$ cat src/rtl/frame_sync_switcher.sv
// Frame-synchronous function-source switcher: applies source requests only at
// frame_start and returns the chosen source's pixel colour with fixed latency.
module frame_sync_switcher #(
  parameter int unsigned NUM_FUNC = 4,
  parameter int unsigned ADDR_W   = 22,
  parameter int unsigned COLOR_W  = 3,
  parameter int unsigned SRC_LAT  = 1,
  parameter int unsigned SEL_W    = $clog2(NUM_FUNC)
) (
  input  logic                          clk,
  input  logic                          rst,
  input  logic [SEL_W-1:0]              func_req,
  input  logic                          func_req_valid,
  input  logic                          frame_start,
  input  logic                          display_en,
  input  logic [ADDR_W-1:0]             display_addr,
  output logic [ADDR_W-1:0]             func_addr,
  output logic [NUM_FUNC-1:0]           func_sel,
  input  logic [NUM_FUNC*COLOR_W-1:0]   func_color,
  output logic [COLOR_W-1:0]            display_color,
  output logic [SEL_W-1:0]              active_func,
  output logic                          switch_pending,
  output logic                          req_err
);

  localparam int unsigned DEPTH = SRC_LAT + 1;

  logic [SEL_W-1:0]    pend_idx;
  logic                req_ok_c;
  logic [NUM_FUNC-1:0] onehot_c;
  logic [COLOR_W-1:0]  color_c;
  logic [SEL_W-1:0]    sel_q [DEPTH];
  logic [DEPTH-1:0]    en_q;

  assign req_ok_c = func_req_valid && (32'(func_req) < NUM_FUNC);

  always_comb begin
    onehot_c = '0;
    for (int i = 0; i < int'(NUM_FUNC); i++) begin
      onehot_c[i] = (active_func == SEL_W'(i));
    end
  end

  // Colour mux driven by the selector that travelled with the pixel address.
  always_comb begin
    color_c = '0;
    for (int i = 0; i < int'(NUM_FUNC); i++) begin
      if (sel_q[SRC_LAT] == SEL_W'(i)) begin
        color_c = func_color[i*COLOR_W +: COLOR_W];
      end
    end
  end

  // Request/apply control; a request arriving with frame_start wins over pending.
  always_ff @(posedge clk) begin
    if (rst) begin
      active_func    <= '0;
      pend_idx       <= '0;
      switch_pending <= 1'b0;
      req_err        <= 1'b0;
    end else begin
      req_err <= func_req_valid && !req_ok_c;
      if (frame_start) begin
        if (req_ok_c) begin
          active_func <= func_req;
        end else if (switch_pending) begin
          active_func <= pend_idx;
        end
        switch_pending <= 1'b0;
      end else if (req_ok_c) begin
        pend_idx       <= func_req;
        switch_pending <= 1'b1;
      end
    end
  end

  // Address broadcast and selector/enable delay line aligned to func_color.
  always_ff @(posedge clk) begin
    if (rst) begin
      func_addr     <= '0;
      func_sel      <= '0;
      display_color <= '0;
      en_q          <= '0;
      for (int k = 0; k < int'(DEPTH); k++) begin
        sel_q[k] <= '0;
      end
    end else begin
      func_addr <= display_addr;
      func_sel  <= display_en ? onehot_c : '0;
      sel_q[0]  <= active_func;
      en_q[0]   <= display_en;
      for (int k = 1; k < int'(DEPTH); k++) begin
        sel_q[k] <= sel_q[k-1];
        en_q[k]  <= en_q[k-1];
      end
      display_color <= en_q[SRC_LAT] ? color_c : '0;
    end
  end

endmodule

$ cat config.mk
export PLATFORM = sky130hd
export DESIGN_NAME = frame_sync_switcher
export DESIGN_NICKNAME = d
export VERILOG_FILES = /design/src/rtl/frame_sync_switcher.sv
export SDC_FILE = /design/constraint.sdc
export NUM_CORES = 1
export LEC_CHECK = 0
export BUFFER_PORTS_ARGS = -buffer_cell sky130_fd_sc_hd__buf_2
export CORE_ASPECT_RATIO = 0.7
export CORE_UTILIZATION = 35
export DETAILED_ROUTE_END_ITERATION = 8
export PLACE_DENSITY = 0.67
export SYNTH_ARGS = -nofsm -noshare
export SYNTH_HDL_FRONTEND = slang
export SYNTH_SLANG_ARGS = --single-unit
$ cat constraint.sdc
create_clock -name clk -period 1.4 [get_ports clk]
set_input_delay 0.07 -clock clk [delete_from_list [all_inputs] [get_ports clk]]
set_output_delay 0.07 -clock clk [all_outputs]
set_load 0.1 [all_outputs]
* Word level (Yosys, flattened, before mapping)
Memories as Yosys holds them, arrays and structs flattened.
Cells that the tools add are included.
** Cells by class
- Eq/ne operators :: 6
- Mux-type cells :: 11
- Bitwise gates (word level) :: 5
- Reductions and logical operators :: 8
** Operator list (number)
- $mux W3 :: 4
- $eq A2 B2 Y1 const B :: 4
- $mux W2 :: 4
- $reduce_or A2 Y1 :: 3
- $eq A2 B1 Y1 const B :: 2
- $logic_not A2 Y1 :: 2
- $reduce_and A2 Y1 :: 2
- $mux W1 :: 3
- $not A1 Y1 :: 3
- $or A1 B1 Y1 :: 2
- $reduce_bool A2 Y1 :: 1
** Storage, ports and cells
- Register bits :: 36
- Bits in writable memories :: 4
- Input bits :: 41
- Output and inout bits :: 33
- Logic and storage cells :: 38
- Memories :: 1
** Memory list
- sel_q :: words 2, bits a word 2, read ports 2, clocked after memory_dff 0, write ports 2, line 32 : logic [SEL_W-1:0] sel_q [DEPTH];

* Longest topological paths before layout
An unclocked memory read counts as a cell.
- Word-level depth :: 6
- Mapped depth :: 3

* Worst setup path before layout
Ideal clock, no wire load.
- Path type :: reg-to-reg
- Start :: register switch_pending
- End :: register active_func[0]
- Data arrival time :: 1486 ps
- Required time :: 1314 ps
- Path slack :: -171 ps
- Cell stages (with the launch flop) :: 4
- Path buffers :: 0
- Clock period less this slack :: 1571 ps
- Cells stage by stage :: dfxtp_1 > o21a_1 > nor2_1 > a211oi_1
** On the way
- Cells in the longest elaborated chain, start to end :: 2
** RTL lines
- from (decl) :: line 22 : output logic switch_pending,
- from (signal assigned) :: line 59 : switch_pending <= 1'b0;
- from (signal assigned) :: line 69 : switch_pending <= 1'b0;
- from (signal assigned) :: line 72 : switch_pending <= 1'b1;
- $reduce_bool A2 Y1 (no source line)
- $reduce_and A2 Y1 (no source line)
- to (signal assigned) :: line 65 : active_func <= func_req;
- to (signal assigned) :: line 67 : active_func <= pend_idx;
- to (decl) :: line 21 : output logic [SEL_W-1:0] active_func,
Every way passes these cells.
A chain may end at the register's enable or synchronous reset.

==> impl_results.md <==
* Outcome: finished clean
* Post-Synthesis Cells at 98
* Vias in the first global route at 977
* Top-count cell post-synth: dfxtp_1
* Pre-CTS setup slack at 0.1472 ns
* Row cnt at 17
* Drt first-iter violations at 14
* CTS tree: built
* Synth Area in Adders at 0
* HP Class: in2reg
* CP Launch Type: flop
* Placed cell count at 214
* Worst vdd ir at 0.6689 mV
* Top-Level Pins at 74
* Critical path buffers and inverters at 0
* CTS resizes at 0
* Final TNS setup at 0 ns
* Full die area at 3748 sq um
* Fillcell total at 291
* Reg clk slew, reported paths at 0.07 ns
* Worst Setup End Kind: flop
* Max Clock Skew at 0.001969 ns
* Post-Syn Area at 1226 sq um
* Antenna-violating nets left at 0
* Post-route cell area at 1853 sq um
* WL final at 2.575 mm
* CP Data Arrival Time at 1.42 ns
* First-pass GRT wire length at 4.002 mm
* Final layout net count at 229
* HPWL Detailed at 1.775 mm
* Die width at 72.75 microns
* Area delta synth->final at 51.12%
* Clk Latency, worst-skew pair at 0.27 ns
* Top delay family on crit path: multiplexers
* Synth Area in Compound Gates at 0.01837
* Avg Cell Area, Syn at 12.51 sq um
* Synth Register Bits at 40
* Initial antenna violation count at 0
* Leak at 0.9157 nW
* Placed inst area at 1635 sq um
* Final Non-Filler Cells at 235
* Postcts setup bufs at 0
* Drc violations at 0
* Yosys Warn Count at 0
* Initial Utilization at 0.3793
* Core Footprint at 3233 sq um
* GRT Residual Overflow at 0
* # diodes at 0
* Longest Clk Path Bufs at 2
* GP Congestion at 0.6891
* Die Y at 51.52 microns
* Synth top area share at 0.6531
* Main area contributors after synthesis: dfxtp_1, nor2b_1, mux4_1, mux2i_1, and3b_1
* Worst path required time at 1.57 ns
* Netlist cell types at 15
* Pin count of the biggest net entering global routing at 20
* Max Cap Violations at 0
* FF-to-FF path depth at 2
* FFs w/ async S/R, synth at 0
* CP peak stage delay at 0.56 ns
* Area of the multi-input gates at 406.6 sq um
* WHS Endpoint: func_addr[6]
* Drt wl/cell at 10.96 microns
* Largest fanout on the critical path at 3
* Post-Synth XOR/XNOR Area at 0
* RSZ-0062 raised after global routing: no
* Top_reg_cell synth: dfxtp_1
* Count of final hold-check violations at 0
* CTS Sinks at 40
* Kind of critical path: reg2reg
* Critical path's slowest cell: mux4_1
* Drt pass-1 iters at 2
* Min-delay src: display_addr[6]
* PwrDens at 1317 nW/um^2
* Most frequent cells after synthesis: dfxtp_1, nor2b_1, nor2_1, and3b_1, mux2i_1
* Area leader, netlist: dfxtp_1
* Inserted Clock Buffers at 5
* H-tree levels at 2
* PnR worst setup slack at 0.1542 ns
* Min Tclk post-route at 1.246 ns
* Register area at 802.0 sq um
* Via Count at 976
* Simple-Gate Fraction of Synth Area at 0.2133
* Max Fclk at 802.7 MHz
* Sequential share of the synthesized area at 0.6531
* Period utilisation layout at 0.8898
* CP Cell Sequence: mux4_1, and3b_1
* Final setup vio count at 0
* Main combinational cell family by area after synthesis: simple AND/OR/NAND/NOR gates
* Post-synth EDFFs at 0
* Multiplexer share of the synthesized area at 0.09694
* Vias per cell at 4.153
* Global Route Usage Sum at 0.1514
* Input/output buffers at 72
* Layout cells sized above 1 at 0.4255
* Hold path depth at 2
* Synthesized Nets at 139
* Root Buffer: clkbuf_8
* FF-to-FF setup slack at 0.15 ns
* R2R Path Start: sel_q[0][2]
* Reg2reg end: display_color[2]
* Slew Limit Fails at 0
==> cell type report <==
class                   instances  area share
repair buffers                 87      0.2741
clock inverters                 1    0.002701
multi-input cells              54      0.2194
clock buffers                   6     0.03916
flip-flops and latches         40      0.4328
well taps                      47     0.03174
==> cells by family after synthesis <==
kind of cell / count (synthesis)
flip-flops: 40
AND/OR/NAND/NOR: 43
AO/OA/AOI/OAI: 3
buffers and inverters: 4
multiplexers: 7
other: 1
==> sequential cells by signal, indices dropped and copies added, names as in the netlist <==
| name | cells |
|---|---|
| sel_q | 4 |
| switch_pending | 1 |
| display_color | 3 |
| func_addr | 22 |
| en_q | 2 |
| pend_idx | 2 |
| active_func | 2 |
| func_sel | 4 |
==> how the worst max path moves through the flow <==
stage,slack [ns],from,endpoint,cells past startpoint
after floorplan,0.01,active_func[0],active_func[0],2
after global placement,0.21,sel_q[0][2],display_color[0],2
after detailed placement,0.15,sel_q[0][2],display_color[2],2
after CTS,0.14,sel_q[0][2],display_color[2],2
after global routing,0.10,active_func[1],active_func[1],1
final,0.15,sel_q[0][2],display_color[2],2
==> cell usage in the layout (no fill, tap or decap) <==
cell type      instances
nor3b_1                1
clkinv_2               1
dlygate4sd3_1         14
and3b_1                4
clkbuf_1               1
mux2i_1                4
clkbuf_8               5
conb_1                 1
o21a_1                 1
nor3_1                 1
dfxtp_1               39
a211oi_1               2
mux4_1                 3
nor2_1                 6
dfxtp_2                1
buf_4                  1
buf_2                 72
nor2b_1               29
nand2_1                1
and3_1                 1
==> routing by layer <==
layer	part of all wire	GRT usage	vias up
li1	-	-	498
met1	0.40	0.1467	425
met2	0.51	0.2773	51
met3	0.079	0.06202	2
met4	0.0089	0.08170	0
met5	0	0	-
==> metrics by stage <==
| step | utilization | hold WS [ns] | total power, mW |
|---|---|---|---|
| finish | 0.5731 | 0.003648 | 2.441 |
| global route | 0.5731 | 0.006930 | 2.553 |
| CTS | 0.5731 | 0.0009455 | 2.474 |
| detailed placement | 0.5058 | 0.2653 | 1.754 |
| global placement | 0.5058 | 0.2599 | 1.747 |
| floorplan | - | 0.1416 | 1.643 |
==> power by group <==
group,internal [mW],leakage (nW),switching [mW]
combinational,0.137,0.544,0.408
clock,0.338,0.0410,0.346
sequential,1.19,0.331,0.0198
==> what timing repair did <==
item	CTS	global route
hold buffers	14	0
setup endpoints to repair	0	0
endpoints found under the hold margin	14	0
No activity file was read; power rests on OpenSTA's default activity.
